[config.mk]
export PLATFORM = sky130hd
export DESIGN_NAME = alu_mdu_seq_flat
export DESIGN_NICKNAME = d
export VERILOG_FILES = /design/src/rtl/alu_mdu_seq_if.sv /design/src/rtl/alu_mdu_seq.sv /design/src/flat_wrapper.sv
export SDC_FILE = /design/constraint.sdc
export NUM_CORES = 2
export LEC_CHECK = 0
export BUFFER_PORTS_ARGS = -buffer_cell sky130_fd_sc_hd__buf_2
export CORE_MARGIN = 2
export CORE_UTILIZATION = 60
export CTS_CLUSTER_SIZE = 24
export DETAILED_ROUTE_END_ITERATION = 6
export PLACE_DENSITY = 0.82
export SYNTH_ARGS = -nofsm -noshare
export SYNTH_HDL_FRONTEND = slang
export SYNTH_SLANG_ARGS = --single-unit
[constraint.sdc]
create_clock -name clk -period 11.9 [get_ports clk]
set_clock_uncertainty 0.2 [all_clocks]
set_input_delay 3.57 -clock clk [delete_from_list [all_inputs] [get_ports clk]]
set_output_delay 3.57 -clock clk [all_outputs]
set_load 0.02 [all_outputs]
[src/rtl/alu_mdu_seq_if.sv]
// rtl/alu_mdu_seq_if.sv - start/busy/valid operand and result bundle for alu_mdu_seq
interface alu_mdu_seq_if #(
  parameter int WIDTH = 32
);
  logic             start;
  logic             kill;
  logic [4:0]       op;
  logic [WIDTH-1:0] a;
  logic [WIDTH-1:0] b;
  logic             busy;
  logic             valid;
  logic [WIDTH-1:0] result;
  logic             zero;

  modport master (
    output start, kill, op, a, b,
    input  busy, valid, result, zero
  );

  modport slave (
    input  start, kill, op, a, b,
    output busy, valid, result, zero
  );
endinterface

[src/rtl/alu_mdu_seq.sv]
// rtl/alu_mdu_seq.sv - registered ALU with iterative radix-2 RV32M multiply/divide
module alu_mdu_seq #(
  parameter int WIDTH = 32,
  localparam int CNTW = $clog2(WIDTH) + 1
) (
  input  logic         clk,
  input  logic         rst_n,
  alu_mdu_seq_if.slave bus
);
  localparam int SW = $clog2(WIDTH);
  localparam logic [WIDTH-1:0] MIN_NEG = {1'b1, {(WIDTH-1){1'b0}}};

  typedef enum logic [1:0] {IDLE, MUL, DIV, DONE} state_t;

  state_t             state;
  logic [CNTW-1:0]    cnt;
  logic [1:0]         opl_q;
  logic [2*WIDTH-1:0] mcand;
  logic [2*WIDTH-1:0] prod;
  logic [WIDTH-1:0]   mplier;
  logic [WIDTH-1:0]   quot;
  logic [WIDTH-1:0]   rem;
  logic [WIDTH-1:0]   dvsr;
  logic               neg_res;
  logic               neg_rem;
  logic               busy_q;
  logic               valid_q;
  logic               zero_q;
  logic [WIDTH-1:0]   result_q;

  assign bus.busy   = busy_q;
  assign bus.valid  = valid_q;
  assign bus.zero   = zero_q;
  assign bus.result = result_q;

  logic             is_mul, is_div, a_sgn, b_sgn, neg_a, neg_b, div_zero, div_ovf;
  logic [WIDTH-1:0] abs_a, abs_b, single_res, special_res;
  logic [SW-1:0]    shamt;

  always_comb begin
    is_mul   = (bus.op[4:2] == 3'b100);
    is_div   = (bus.op[4:2] == 3'b101);
    // MUL/MULH/MULHSU sign-extend A, only MUL/MULH sign-extend B; DIV/REM have op[0]=0
    a_sgn    = is_mul ? (bus.op[1:0] != 2'b11) : ~bus.op[0];
    b_sgn    = is_mul ? ~bus.op[1] : ~bus.op[0];
    neg_a    = a_sgn & bus.a[WIDTH-1];
    neg_b    = b_sgn & bus.b[WIDTH-1];
    abs_a    = neg_a ? -bus.a : bus.a;
    abs_b    = neg_b ? -bus.b : bus.b;
    div_zero = (bus.b == '0);
    div_ovf  = ~bus.op[0] & (bus.a == MIN_NEG) & (&bus.b);
    special_res = bus.op[1] ? (div_zero ? bus.a : '0) : (div_zero ? '1 : bus.a);
    shamt    = bus.b[SW-1:0];
    case (bus.op)
      5'd0:    single_res = bus.a & bus.b;
      5'd1:    single_res = bus.a | bus.b;
      5'd2:    single_res = bus.a + bus.b;
      5'd3:    single_res = bus.a - bus.b;
      5'd4:    single_res = {{(WIDTH-1){1'b0}}, ($signed(bus.a) < $signed(bus.b))};
      5'd5:    single_res = {{(WIDTH-1){1'b0}}, (bus.a < bus.b)};
      5'd6:    single_res = bus.a ^ bus.b;
      5'd7:    single_res = bus.a << shamt;
      5'd8:    single_res = bus.a >> shamt;
      5'd9:    single_res = $signed(bus.a) >>> shamt;
      default: single_res = '0;
    endcase
  end

  logic [2*WIDTH-1:0] prod_step, prod_fin;
  logic [WIDTH-1:0]   mul_res, div_res, rem_next, quot_next;
  logic [WIDTH:0]     rem_sh, rem_diff;
  logic               take;

  always_comb begin
    prod_step = mplier[0] ? (prod + mcand) : prod;
    prod_fin  = neg_res ? -prod_step : prod_step;
    mul_res   = (opl_q == 2'b00) ? prod_fin[WIDTH-1:0] : prod_fin[2*WIDTH-1:WIDTH];
    // restoring step: dividend bits shift out of quot's top, quotient bits in at the bottom
    rem_sh    = {rem, quot[WIDTH-1]};
    rem_diff  = rem_sh - {1'b0, dvsr};
    take      = ~rem_diff[WIDTH];
    rem_next  = take ? rem_diff[WIDTH-1:0] : rem_sh[WIDTH-1:0];
    quot_next = {quot[WIDTH-2:0], take};
    div_res   = opl_q[1] ? (neg_rem ? -rem_next : rem_next)
                         : (neg_res ? -quot_next : quot_next);
  end

  always_ff @(posedge clk or negedge rst_n) begin
    if (!rst_n) begin
      state    <= IDLE;
      cnt      <= '0;
      opl_q    <= '0;
      mcand    <= '0;
      prod     <= '0;
      mplier   <= '0;
      quot     <= '0;
      rem      <= '0;
      dvsr     <= '0;
      neg_res  <= 1'b0;
      neg_rem  <= 1'b0;
      busy_q   <= 1'b0;
      valid_q  <= 1'b0;
      zero_q   <= 1'b0;
      result_q <= '0;
    end else begin
      valid_q <= 1'b0;
      case (state)
        IDLE: begin
          if (bus.start && !bus.kill) begin
            opl_q  <= bus.op[1:0];
            zero_q <= (bus.a == bus.b);
            busy_q <= 1'b1;
            if (is_mul) begin
              state   <= MUL;
              cnt     <= CNTW'(WIDTH);
              mcand   <= {{WIDTH{1'b0}}, abs_a};
              mplier  <= abs_b;
              prod    <= '0;
              neg_res <= neg_a ^ neg_b;
            end else if (is_div && !div_zero && !div_ovf) begin
              state   <= DIV;
              cnt     <= CNTW'(WIDTH);
              quot    <= abs_a;
              rem     <= '0;
              dvsr    <= abs_b;
              neg_res <= neg_a ^ neg_b;
              neg_rem <= neg_a;
            end else begin
              state    <= DONE;
              valid_q  <= 1'b1;
              result_q <= is_div ? special_res : single_res;
            end
          end
        end
        MUL: begin
          if (bus.kill) begin
            state  <= IDLE;
            busy_q <= 1'b0;
          end else begin
            prod   <= prod_step;
            mcand  <= mcand << 1;
            mplier <= mplier >> 1;
            cnt    <= cnt - 1'b1;
            if (cnt == CNTW'(1)) begin
              state    <= DONE;
              valid_q  <= 1'b1;
              result_q <= mul_res;
            end
          end
        end
        DIV: begin
          if (bus.kill) begin
            state  <= IDLE;
            busy_q <= 1'b0;
          end else begin
            quot <= quot_next;
            rem  <= rem_next;
            cnt  <= cnt - 1'b1;
            if (cnt == CNTW'(1)) begin
              state    <= DONE;
              valid_q  <= 1'b1;
              result_q <= div_res;
            end
          end
        end
        default: begin
          state  <= IDLE;
          busy_q <= 1'b0;
        end
      endcase
    end
  end
endmodule

[src/flat_wrapper.sv]
// flat-port wrapper written by rule: the top's interface ports become plain ports
module alu_mdu_seq_flat 
#(
  parameter int WIDTH = 32,
  localparam int CNTW = $clog2(WIDTH) + 1
)
  (clk, rst_n, bus_start, bus_kill, bus_op, bus_a, bus_b, bus_busy, bus_valid, bus_result, bus_zero);
  alu_mdu_seq_if #(.WIDTH(WIDTH)) bus_i ();
  input  logic clk;
  input  logic rst_n;
  input wire logic [$bits(bus_i.start)-1:0] bus_start;
  input wire logic [$bits(bus_i.kill)-1:0] bus_kill;
  input wire logic [$bits(bus_i.op)-1:0] bus_op;
  input wire logic [$bits(bus_i.a)-1:0] bus_a;
  input wire logic [$bits(bus_i.b)-1:0] bus_b;
  output wire logic [$bits(bus_i.busy)-1:0] bus_busy;
  output wire logic [$bits(bus_i.valid)-1:0] bus_valid;
  output wire logic [$bits(bus_i.result)-1:0] bus_result;
  output wire logic [$bits(bus_i.zero)-1:0] bus_zero;
  assign bus_i.start = bus_start;
  assign bus_i.kill = bus_kill;
  assign bus_i.op = bus_op;
  assign bus_i.a = bus_a;
  assign bus_i.b = bus_b;
  assign bus_busy = bus_i.busy;
  assign bus_valid = bus_i.valid;
  assign bus_result = bus_i.result;
  assign bus_zero = bus_i.zero;
  alu_mdu_seq #(.WIDTH(WIDTH)) u_core (.clk(clk), .rst_n(rst_n), .bus(bus_i));
endmodule
Word-level counts from Yosys, hierarchy flattened
Index checks and enable logic that the tools add are counted.

Register bits: 303. Input bits: 73. Word-level logic and storage cells: 166.

Add/sub/neg operators: 10. $lt $le $gt $ge: 2. Equal/unequal tests: 30. Shift operators: 3. Mux-type cells: 68. Bitwise logic cells: 12. Reduce and logical (&&, ||, !) cells: 26.

Operators by type and width (count): two-way mux 32 bit (29); two-way mux 64 bit (8); one-hot mux 32 bit (10 select lines) (1); one-hot mux 64 bit (2 select lines) (2); one-hot mux 32 bit (2 select lines) (3); negator 32 bit (4); one-hot mux 32 bit (3 select lines) (1); adder 64 bit (1); < comparator 32 bit (2); negator 64 bit (1); subtractor 33 x 32 -> 33 bit (1); adder 32 bit (1); AND 32 bit (1); == test 32 bit (1); == test 32 bit (second input constant) (1); zero test 32 bit (1); bitwise OR 32 bit (1); AND reduction 32 bit (1); left shift 32 x 5 -> 32 bit (1); right shift 32 x 5 -> 32 bit (1); >>> shifter 32 x 5 -> 32 bit (1); subtractor 32 bit (1); bitwise XOR 32 bit (1); two-way mux 6 bit (4); other kinds (32) (82).

Longest topological paths before layout
Word-level depth: 9. Mapped depth: 26. Depth with buffers taken out: 22.

Worst setup path before layout
OpenSTA, ideal clock, no wires.

Kind: input port to flip-flop. Start point: input port bus_b[0]. End point: register u_core.result_q[22] (netlist: u_core.bus.result[22]). Library setup time: 0.123 ns. Arrival: 8.270 ns. Setup slack: 3.308 ns. Cell stages on the path: 18. Cells stage by stage: clkbuf_1 -> inv_2 -> buf_1 -> clkbuf_1 -> ha_1 -> or3b_2 -> nor3_1 -> nand2_1 -> nor4_2 -> nand2_1 -> nor3_2 -> nor3_1 -> a2111oi_0 -> buf_2 -> nand2_1 -> a221oi_1 -> o21ai_0 -> o221a_2.

Longest elaborated chain between the ends: 8.

RTL lines: from (decl) (line flat_wrapper.sv:15) `input wire logic [$bits(bus_i.b)-1:0] bus_b;`; branches (longest 8 deep; another with subtractor 32 bit); to (signal assigned) (line alu_mdu_seq.sv:131) `result_q <= is_div ? special_res : single_res;`; to (signal assigned) (line alu_mdu_seq.sv:147) `result_q <= mul_res;`; to (signal assigned) (line alu_mdu_seq.sv:162) `result_q <= div_res;`; to (decl) (line alu_mdu_seq.sv:29) `logic [WIDTH-1:0] result_q;`.

Several ways; the timed one is not identified. The select of a mux whose other input is x is not followed. A chain may end at the register's enable or synchronous reset.

Worst setup path after layout
Start point: input port bus_b[1]. End point: register u_core.result_q[22] (netlist: u_core.bus.result[22]).

The elaborated chain is that of the path after synthesis.

==> results.md <==
* NetSw at around 5.7 mW
* Post-synthesis mux area share at around 5.8%
* Slowest-stage cell, CP: inv_1
* Largest net degree at the start of global routing at about 140
* Data required, critical path at between 10 and 15 ns
* RSZ-0062 raised after global routing: no
* # H-tree levels at 2
* Post-Synth XOR/XNOR Area at between 5 and 6%
* Commonest non-fill, non-tap cells in the layout: nand2_1, nor2_1, a21oi_1
* Share of cells above drive strength 1 at 7.611%
* Tmin final at between 9 and 10 ns
* GP Congestion at roughly 1.2
* Critical path's largest stage delay at approximately 0.51 ns
* Combinational share of power at roughly two thirds
* Final Hold Violating Endpoints at 0
* Grt ovf at 0
* Clk buf depth at 3
* Dpl ws at ~2.4 ns
* Yosys reg bits at slightly above 300
* Crit Path Class: primary input to flip-flop
* Fmax achieved at ~110 MHz
* Buf/Inv on CP at 5
* P&R area growth vs syn at 6.064%
* Post-CTS Setup Bufs at 0
* Rows at between 80 and 90
* DRT Pass-1 Iters at 7
* DRC at 2
* Initial antenna violation count at 16
* ANT nets after route at 0
* Most used DFF post-synth: dfrtp_1
* Post-Route Setup TNS at 0 ns
* PD cells at ~280 mW/mm^2
* Yosys warnings at 0
* Max FO, Critical Path at between 60 and 70
* Sum of net half-perimeters after detailed placement at between 100000 and 150000 um
* Main combinational cell family by area after synthesis: compound AO/OA/AOI/OAI gates
* Post-cts resize count at 0
* First-pass GRT wire length at about 230000 um
* Most common cell after layout, fill and taps aside: nand2_1
* Sink Count at roughly 300
* Via count at between 30k and 40k
* Post-synth EDFFs at 0
* GRT Total Usage at between 50% and 60%
* Clock Root Buffer: clkbuf_16
* Crit-path cells: buf_2 -> buf_4 -> inv_1 -> ha_1 -> or3b_2 -> nor3_1 -> nand2_1 -> nor4_2 -> nand2_1 -> nor3_2 -> buf_4 -> nor3_1 -> a2111oi_2 -> buf_4 -> nand2_1 -> a221oi_1 -> o21ai_0 -> o221a_2
* Post-synthesis sequential area ratio at 21.99%
* Routed WL per cell at between 20 and 30 um
* Register area at 0.007587 sq mm
* Fillers at roughly 5.1k
* Max-cap check violation count at 0
* Mapped Cells at 4753
* 1st-iter DRT viols at approximately 7.1k
* Post-synthesis simple-gate area fraction at roughly 22%
* Worst skew pair latency at 0.59 ns
* Actual slew at the worst max-slew pin at 1.438 ns
* Max-slew violation count at 0
* Power Internal at 4.404 mW
* CP Depth at 18
* Final wirelength at approximately 160000 um
* CTS Buf Count at 38
* Hold buffer count at CTS at 0
* Worst setup EP type: flip-flop
* Fraction of registers with async set/reset at 100.0%
* Post-synthesis compound-gate area fraction at 30.79%
* Mapped Nets at ~5.0k
* Seq pwr share at between 10% and 20%
* R2r worst-path depth at 13
* Area of the multi-input gates at approximately 0.025 sq mm
* Adder and majority cell fraction of the synthesized area at just under 8%
* Hold depth at 2
* Die Width at between 200 and 250 um
* Sw frac at 56.34%
* Syn Area/Cell at 7.253 sq um
* HP Class: flip-flop to flip-flop
* Worst Path Arrival at ~9.5 ns
* IO buf count at between 100 and 150
* Vias in the first global route at around 36k
* Vias per Instance at 7.376
* CP startpoint kind: primary input
* Outcome: complete, but fails checks
* CP top delay family: simple AND/OR/NAND/NOR gates
* Nets at between 4k and 5k
* Post-Syn Area at between 0.03 and 0.04 sq mm
* Core area at about 0.057 sq mm
* P_leak at 15.47 nW
* Final Setup Violations at 0
* Final Worst Setup Slack at between 2 and 3 ns
* Final period util at slightly below 80%
* Initial core utilization at between 60 and 70%
* CTS tree: built
* Failing checks: design-rule violations
* Clock network fraction of design power at about an eighth
* Count of cell types in the netlist at ~100
* Max-Slew Margin vs Limit at under 10%
* Die H at around 240 um
* Worst-path clk slew at 0.07 ns
* Util after Layout at between 60% and 70%
* Die Area at roughly 0.06 sq mm
* IO Pins at approximately 110
* VDD IR-drop max at 0.3629 mV
[worst register-to-register path, cell delays in order (launching register included)]
cell	delay (ns)
dfrtp_1	0.41
ha_1	0.46
a21oi_1	0.18
o21ai_1	0.43
a21oi_1	0.17
o31ai_1	0.62
o2111ai_1	0.44
a311oi_1	1.02
nand3b_1	0.52
or3_1	0.61
nor4_1	0.41
mux2i_1	0.17
o211ai_1	0.68
a21boi_1	0.16
[power groups by stage]
stage	combinational (mW)	clock (mW)	sequential [mW]
global placement	6.34	0	1.88
CTS	6.50	1.30	1.88
finish	6.85	1.31	1.92
floorplan	4.52	0	1.75
detailed placement	6.45	0	1.89
global route	7.22	1.34	1.94
[flip-flops by register name, indices dropped and copies added (netlist names)]
register           cells
u_core.neg_rem         1
u_core.mplier         32
u_core.mcand          64
u_core.dvsr           32
u_core.opl_q           2
u_core.bus.valid       1
u_core.bus.busy        1
u_core.rem            32
u_core.quot           32
u_core.cnt             6
u_core.bus.zero        1
u_core.prod           64
u_core.bus.result     32
u_core.neg_res         1
u_core.state           2
[per-stage QoR]
stage | hold WS (ns) | power (mW) | instance area, sq um | cells
2_1_floorplan | 0.2501 | 6.267 | 34480 | 4753
3_3_place_gp | 0.2654 | 8.219 | 35170 | 5338
3_5_place_dp | 0.2754 | 8.338 | 35170 | 5338
4_1_cts | 0.2941 | 9.677 | 36550 | 5407
5_1_grt | 0.3297 | 10.50 | 36550 | 5407
6_report | 0.2958 | 10.09 | 36570 | 5413
[cells by family (layout without fill, tap and decap cells)]
group | Yosys count | after routing
flip-flops | 303 | 303
AO/OA/AOI/OAI | 1673 | 1673
buffers and inverters | 525 | 423
other | 0 | 6
adder cells (fa/ha/maj) | 217 | 217
multiplexers | 160 | 160
AND/OR/NAND/NOR | 1657 | 1657
XOR/XNOR | 218 | 218
[Yosys cell counts (all sizes together) (28+ instances only)]
library cell | number | area share, %
a211oi | 50 | 1.1
a21o | 51 | 1.1
a21oi | 483 | 7.1
a221oi | 48 | 1.3
a31oi | 57 | 1.1
and2 | 31 | 0.56
buf | 66 | 0.85
clkbuf | 264 | 2.9
dfrtp | 303 | 22
ha | 205 | 7.4
inv | 191 | 2.1
mux2i | 106 | 3.1
mux4 | 28 | 1.8
nand2 | 572 | 6.2
nand2b | 32 | 0.58
nand3 | 121 | 1.8
nand4 | 62 | 1.1
nor2 | 494 | 5.4
nor3 | 100 | 1.5
nor4 | 47 | 0.93
o211ai | 58 | 1.3
o21a | 40 | 0.87
o21ai | 427 | 6.2
o21bai | 31 | 0.68
o221ai | 29 | 0.75
o22ai | 82 | 1.5
o31ai | 70 | 1.5
or3 | 56 | 1.0
xnor2 | 154 | 3.9
xor2 | 64 | 1.6
[final timing paths]
path | slack, ns | from | endpoint
max in group asynchronous | 7.18 | rst_n | u_core.mplier[0]
worst min-delay path | 0.30 | u_core.mplier[31] | u_core.mplier[31]
worst max-delay path | 2.70 | bus_b[1] | u_core.bus.result[22]
worst max register to register | 5.28 | u_core.prod[12] | u_core.bus.result[18]
worst min register to register | 0.30 | u_core.mplier[31] | u_core.mplier[31]
min in group asynchronous | 2.86 | rst_n | u_core.mcand[41]
[area by class of cell]
cell class                      instances  area share, %
Multi-Input combinational cell       3925          68.26
Clock buffer                           50          2.973
Sequential cell                       303          20.75
Antenna cell                            6        0.04106
Tap cell                              756          2.587
Timing Repair Buffer                  159          2.594
Inverter                              195          2.002
Clock inverter                         19         0.7973
[per-layer routing]
layer  global-route usage, %  vias to the layer above  routed length, um
met4                   32.78                       16              12910
met5                       0                        -                143
met3                   18.36                      737              24360
met1                   66.05                    18740              57450
met2                   70.51                     3193              61930
li1                        -                    17230                  -
(Power assumes the default switching activity.)
